### config.mk
export PLATFORM = sky130hd
export DESIGN_NAME = botao_emissor
export DESIGN_NICKNAME = d
export VERILOG_FILES = /design/src/rtl/botao_emissor.sv
export SDC_FILE = /design/constraint.sdc
export NUM_CORES = 1
export LEC_CHECK = 0
export ABC_AREA = 1
export BUFFER_PORTS_ARGS = -buffer_cell sky130_fd_sc_hd__buf_2
export CAP_MARGIN = 20
export CORE_ASPECT_RATIO = 1.25
export CORE_MARGIN = 8
export CORE_UTILIZATION = 62
export DETAILED_ROUTE_END_ITERATION = 8
export GPL_ROUTABILITY_DRIVEN = 0
export PLACE_DENSITY = 0.88
export SYNTH_ARGS = -nofsm -noshare
export SYNTH_HDL_FRONTEND = slang
export SYNTH_SLANG_ARGS = --single-unit
### constraint.sdc
create_clock -name clk -period 3.55 [get_ports clk]
set_input_delay 0.71 -clock clk [delete_from_list [all_inputs] [get_ports clk]]
set_output_delay 0.71 -clock clk [all_outputs]
set_load 0.05 [all_outputs]
### src/rtl/botao_emissor.sv
// botao_emissor: emits a burst of emulated button presses on a registered line.
// An accepted request latches how many presses to emit. Each press is held
// high for HOLD_CYCLES cycles and then low for GAP_CYCLES cycles. A one-cycle
// done pulse marks the end of the burst.
// Optional feature: define BOTAO_EMISSOR_BOUNCE_EN to add contact-bounce
// emulation. With it, every press starts with a 4-cycle 1,0,1,0 pattern.
module botao_emissor #(
    parameter int HOLD_CYCLES = 4,
    parameter int GAP_CYCLES  = 2
) (
    input  logic       clk,
    input  logic       rst_n,
    input  logic       req,
    input  logic [3:0] count,
    output logic       press,
    output logic       busy,
    output logic       done
);

`ifdef BOTAO_EMISSOR_BOUNCE_EN
    typedef enum logic [2:0] {IDLE, BOUNCE, HOLD, GAP, FIN} state_t;
    localparam state_t     PRESS_START = BOUNCE;
    localparam logic [7:0] BOUNCE_LAST = 8'd3;
`else
    typedef enum logic [2:0] {IDLE, HOLD, GAP, FIN} state_t;
    localparam state_t     PRESS_START = HOLD;
`endif

    localparam logic [7:0] HOLD_LAST = 8'(HOLD_CYCLES - 1);
    localparam logic [7:0] GAP_LAST  = 8'(GAP_CYCLES - 1);

    state_t     state, state_nx;
    logic [7:0] phase, phase_nx;
    logic [3:0] remaining, remaining_nx;
    logic       press_nx, busy_nx, done_nx;

    // State register: FSM state, phase counter and remaining-press counter.
    // NOTE: sequential state uses non-blocking assignments so that every flop
    // samples the pre-edge values, whatever order the blocks are evaluated in.
    always_ff @(posedge clk or negedge rst_n) begin
        if (!rst_n) begin
            state     <= IDLE;
            phase     <= '0;
            remaining <= '0;
        end else begin
            state     <= state_nx;
            phase     <= phase_nx;
            remaining <= remaining_nx;
        end
    end

    // Next-state logic: phase counting inside each state and the press sequencing.
    // NOTE: every signal gets a default before the case statement. Without it,
    // any path that leaves a signal unassigned would infer a latch.
    always_comb begin
        state_nx     = state;
        phase_nx     = phase;
        remaining_nx = remaining;
        case (state)
            IDLE: begin
                // The request is only accepted here. Other states ignore it.
                if (req) begin
                    phase_nx = '0;
                    if (count == 4'd0) begin
                        state_nx = FIN;
                    end else begin
                        remaining_nx = count;
                        state_nx     = PRESS_START;
                    end
                end
            end
`ifdef BOTAO_EMISSOR_BOUNCE_EN
            BOUNCE: begin
                if (phase == BOUNCE_LAST) begin
                    state_nx = HOLD;
                    phase_nx = '0;
                end else begin
                    phase_nx = phase + 8'd1;
                end
            end
`endif
            HOLD: begin
                if (phase == HOLD_LAST) begin
                    state_nx     = GAP;
                    phase_nx     = '0;
                    remaining_nx = remaining - 4'd1;
                end else begin
                    phase_nx = phase + 8'd1;
                end
            end
            GAP: begin
                if (phase == GAP_LAST) begin
                    phase_nx = '0;
                    state_nx = (remaining != 4'd0) ? PRESS_START : FIN;
                end else begin
                    phase_nx = phase + 8'd1;
                end
            end
            FIN: begin
                state_nx = IDLE;
                phase_nx = '0;
            end
            default: begin
                state_nx = IDLE;
                phase_nx = '0;
            end
        endcase
    end

    // Output decode: outputs are derived from the upcoming state so that the
    // registered outputs line up with the state they describe.
    always_comb begin
        press_nx = (state_nx == HOLD);
`ifdef BOTAO_EMISSOR_BOUNCE_EN
        // Bounce drives press high on even phases: 1,0,1,0.
        if (state_nx == BOUNCE) press_nx = ~phase_nx[0];
        busy_nx = (state_nx == BOUNCE) || (state_nx == HOLD) || (state_nx == GAP);
`else
        busy_nx = (state_nx == HOLD) || (state_nx == GAP);
`endif
        done_nx = (state_nx == FIN);
    end

    // Output register: press comes straight from a flop, so it never glitches.
    // NOTE: these are control flops, so the asynchronous reset clears all of
    // them. An aborted burst therefore drops press and busy at once.
    always_ff @(posedge clk or negedge rst_n) begin
        if (!rst_n) begin
            press <= 1'b0;
            busy  <= 1'b0;
            done  <= 1'b0;
        end else begin
            press <= press_nx;
            busy  <= busy_nx;
            done  <= done_nx;
        end
    end

endmodule

# After elaboration in Yosys (flattened, before gate mapping)
# Index checks and enable logic that the tools add are counted.
# op_classes
addsub	2
eq_ne	10
mux	14
reduce_logical	6
# op_table
cell	n
$mux 8	3
$pmux 8 s3	1
$mux 4	3
$eq 3x2->1 const B	3
$mux 3	3
$pmux 3 s3	1
$add 8x1->8 const B	1
$eq 8x1->1 const B	1
$eq 8x2->1 const B	1
$pmux 4 s2	1
$eq 3x1->1 const B	2
$ne 2x2->1 const B	3
$logic_not 4->1	1
$mux 2	2
$reduce_and 4->1	1
$reduce_bool 4->1	1
$sub 4x1->4 const B	1
$logic_not 3->1	1
$reduce_bool 2->1	1
$logic_or 1x1->1	1
# word_totals
register_bits	18
inputBits	7
out_inout_bits	3
elab_cells	38

# Logic depth before layout (Yosys ltp)
# depth
word_depth	6
mapped_depth	10
mapped_depth_nobuf	10

# Least setup slack after synthesis
# Ideal clock, no wire load.
# synth_path
kind	in2reg
from	input port req
to	register remaining[2]
setup_ps	123
arrival_time_ps	1323
required_ps	3427
setup_slack_ps	2104
path_stages	7
path_buffers	0
cell_sequence	inv_1 nand3_4 inv_2 nor2_2 nand2_4 nand2_1 o21ai_2
# synth_via
elab_chain_len	2
# synth_lines
item	line	rtl
from (decl)	13	input logic req,
$ne 2x2->1 (no source line)	n/a	
$reduce_and 4->1 (no source line)	n/a	
to (signal assigned)	48	remaining <= remaining_nx;
to (decl)	34	logic [3:0] remaining, remaining_nx;
# No other way between the ends.
# A chain may end at the register's enable or synchronous reset.

# Worst setup path after layout
# layout_path
from	register done
to	output port done
# layout_rtl
item	line	rtl
from (decl)	17	output logic done
from (signal assigned)	135	done <= done_nx;
# No word-level cell between the ends.

==> qor.yml <==
rsz0062_at_grt: "no"
coreArea_sq_um: 1744
routed_wl_um: 2182
initial_core_util: 0.6571
yosys.area.top_type: "dfrtp_1"
worstHoldPathType: "in2async"
placed_area_sq_um: 1215
power_density_nw_per_um2: 397.9
drt-wirelength-per-cell_um: 12.19
antenna_cells: 0
worst_path_dominant_cell_family: "flip-flops"
track_usage: 0.1487
synth_area_leaders: "dfrtp_1, nand2_1, nor2_1, inv_1, nand2_4"
grt-ovfl-total: 0
antenna_found_initial: 0
rows: 17
portBuffers: 9
hold_viol_final: 0
postSynthCellCount: 147
synth_area_sq_um: 1146
netlist.area_leader.share: 0.3930
via_per_inst: 5.246
htreeDepth: 1
avgSynthCellArea_sq_um: 7.797
timing.final.crit_period_ns: 1.613
clockBufferDepth: 2
ys_seq_area_frac: 0.3930
synth_commonest_cells: "nand2_1, dfrtp_1, nor2_1, inv_1, nand3_1"
drt-initial-drc-count: 14
p_leak_nw: 0.6509
max_freq_mhz: 620.0
crit_required_ns: 2.84
cp_num_buf_inv: 1
grt_pass1_wl_um: 4008
post_cts_resize_count: 0
postSynthNetCount: 158
finalSetupViolations: 0
cp_max_fo: 1
start_kind: "flop"
ir_worst_vdd_mv: 0.2878
slew_violations: 0
die_h_um: 64.07
dpl_worst_slack_ns: 1.893
path_cells: "buf_2"
whs_ns: 0.3164
yosysUniqueCellTypes: 26
postCtsSetupBuffers: 0
cts-root-buf: "clkbuf_4"
skew_ns: 0.004784
ant_nets: 0
endpoint_kind: "output pin"
cap_violations: 0
grt_pass1_vias: 957
status: "finished clean"
synth_top_flop_cell: "dfrtp_1"
num_vias: 939
clk_latency_ns: 0.30
yosysWarningCount: 0
die-area_sq_um: 3489
setup_ws_ns: 1.937
clock_sinks: 18
cts_tree: "built"
place_hpwl_um: 1793
grt_max_degree: 19
path_clk_slew_ns: 0.10
synth-edff-count: 0
fin_cells: 179
firstDrtPassIters: 5
die_x_um: 54.46
synth-async-reset-ratio: 1.000
area.growth.synth_to_final_pct: 9.170
synth.most_common_cell: "nand2_1"
slowest_delay_ns: 0.35
post-place-cells: 175
drc: 0
critPathArrivalTime_ns: 0.90
final_cell_area_sq_um: 1251
fin_util: 0.7174
nets: 172
fin_setup_tns_ns: 0
ys_seq_elements: 18
cts_hold_buffers: 0
crit_path_top_delay_cell: "dfrtp_1"
layout_worst_path_cycle_share: 0.4543
fillerInstances: 148
layout-drive-gt1-share: 0.2625
cts_made_buffers: 3
io_pins: 10
p_total_mw: 0.4978
path_class: "reg2out"
## worst paths after layout
kind | from | endpoint | slack, ns | cells after the start
min in group clk | remaining[1]$_DFFE_PN0P_ | remaining[1]$_DFFE_PN0P_ | 0.53 | 2
max in group asynchronous | rst_n | phase[3]$_DFFE_PN0N_ | 2.95 | 1
setup / recovery | done$_DFF_PN0_ | done | 1.94 | 1
setup reg to reg | phase[0]$_DFFE_PN0N_ | remaining[1]$_DFFE_PN0P_ | 2.21 | 8
hold / removal | rst_n | remaining[0]$_DFFE_PN0P_ | 0.32 | 1
hold reg to reg | remaining[1]$_DFFE_PN0P_ | remaining[1]$_DFFE_PN0P_ | 0.53 | 2
## registers in the layout (all words and copies together) (netlist names)
signal / count
press: 1
state: 3
remaining: 4
phase: 8
done: 1
busy: 1
## metal layers
metal,GRT usage,vias up,share of wire
li1,-,489,-
met1,0.1778,430,0.42
met2,0.2399,13,0.52
met3,0.03009,7,0.035
met4,0.07407,0,0.026
met5,0,-,0
## placed cells by master, fill, tap and decap left out, drive strengths merged
cell,n
o211ai,2
xnor2,1
dfrtp,18
o22ai,1
conb,1
nand3,11
buf,9
inv,21
nand2,43
xor2,2
a21oi,2
clkbuf,4
nor3,2
o21bai,1
nor2,24
ha,4
o21ai,12
nand4,1
nand3b,1
## kinds of logic (layout without fill, tap and decap cells)
| logic type | after synthesis | count (layout) | share of synthesized area |
|---|---|---|---|
| simple gates | 82 | 82 | 0.3646 |
| buf+inv | 21 | 34 | 0.07314 |
| compound gates | 18 | 18 | 0.09934 |
| flops | 18 | 18 | 0.3930 |
| fa+ha+maj | 4 | 4 | 0.04367 |
| xor+xnor | 3 | 3 | 0.02293 |
| other cells | 1 | 1 | 0.003272 |
## area by class of cell
class / count / area (sq um) / area share
well taps: 19 / 23.77 / 0.01900
flip-flops and latches: 18 / 450.4 / 0.3600
inverters: 21 / 83.83 / 0.06700
repair buffers: 9 / 45.04 / 0.03600
clock buffers: 4 / 36.28 / 0.02900
multi-input cells: 108 / 611.8 / 0.4890
## report_power, final
part | switching [mW] | total [mW] | internal [mW]
Sequential | 0.0163 | 0.241 | 0.225
Combinational | 0.0862 | 0.130 | 0.0442
Clock | 0.0637 | 0.126 | 0.0626
No activity file was read; power rests on OpenSTA's default activity.
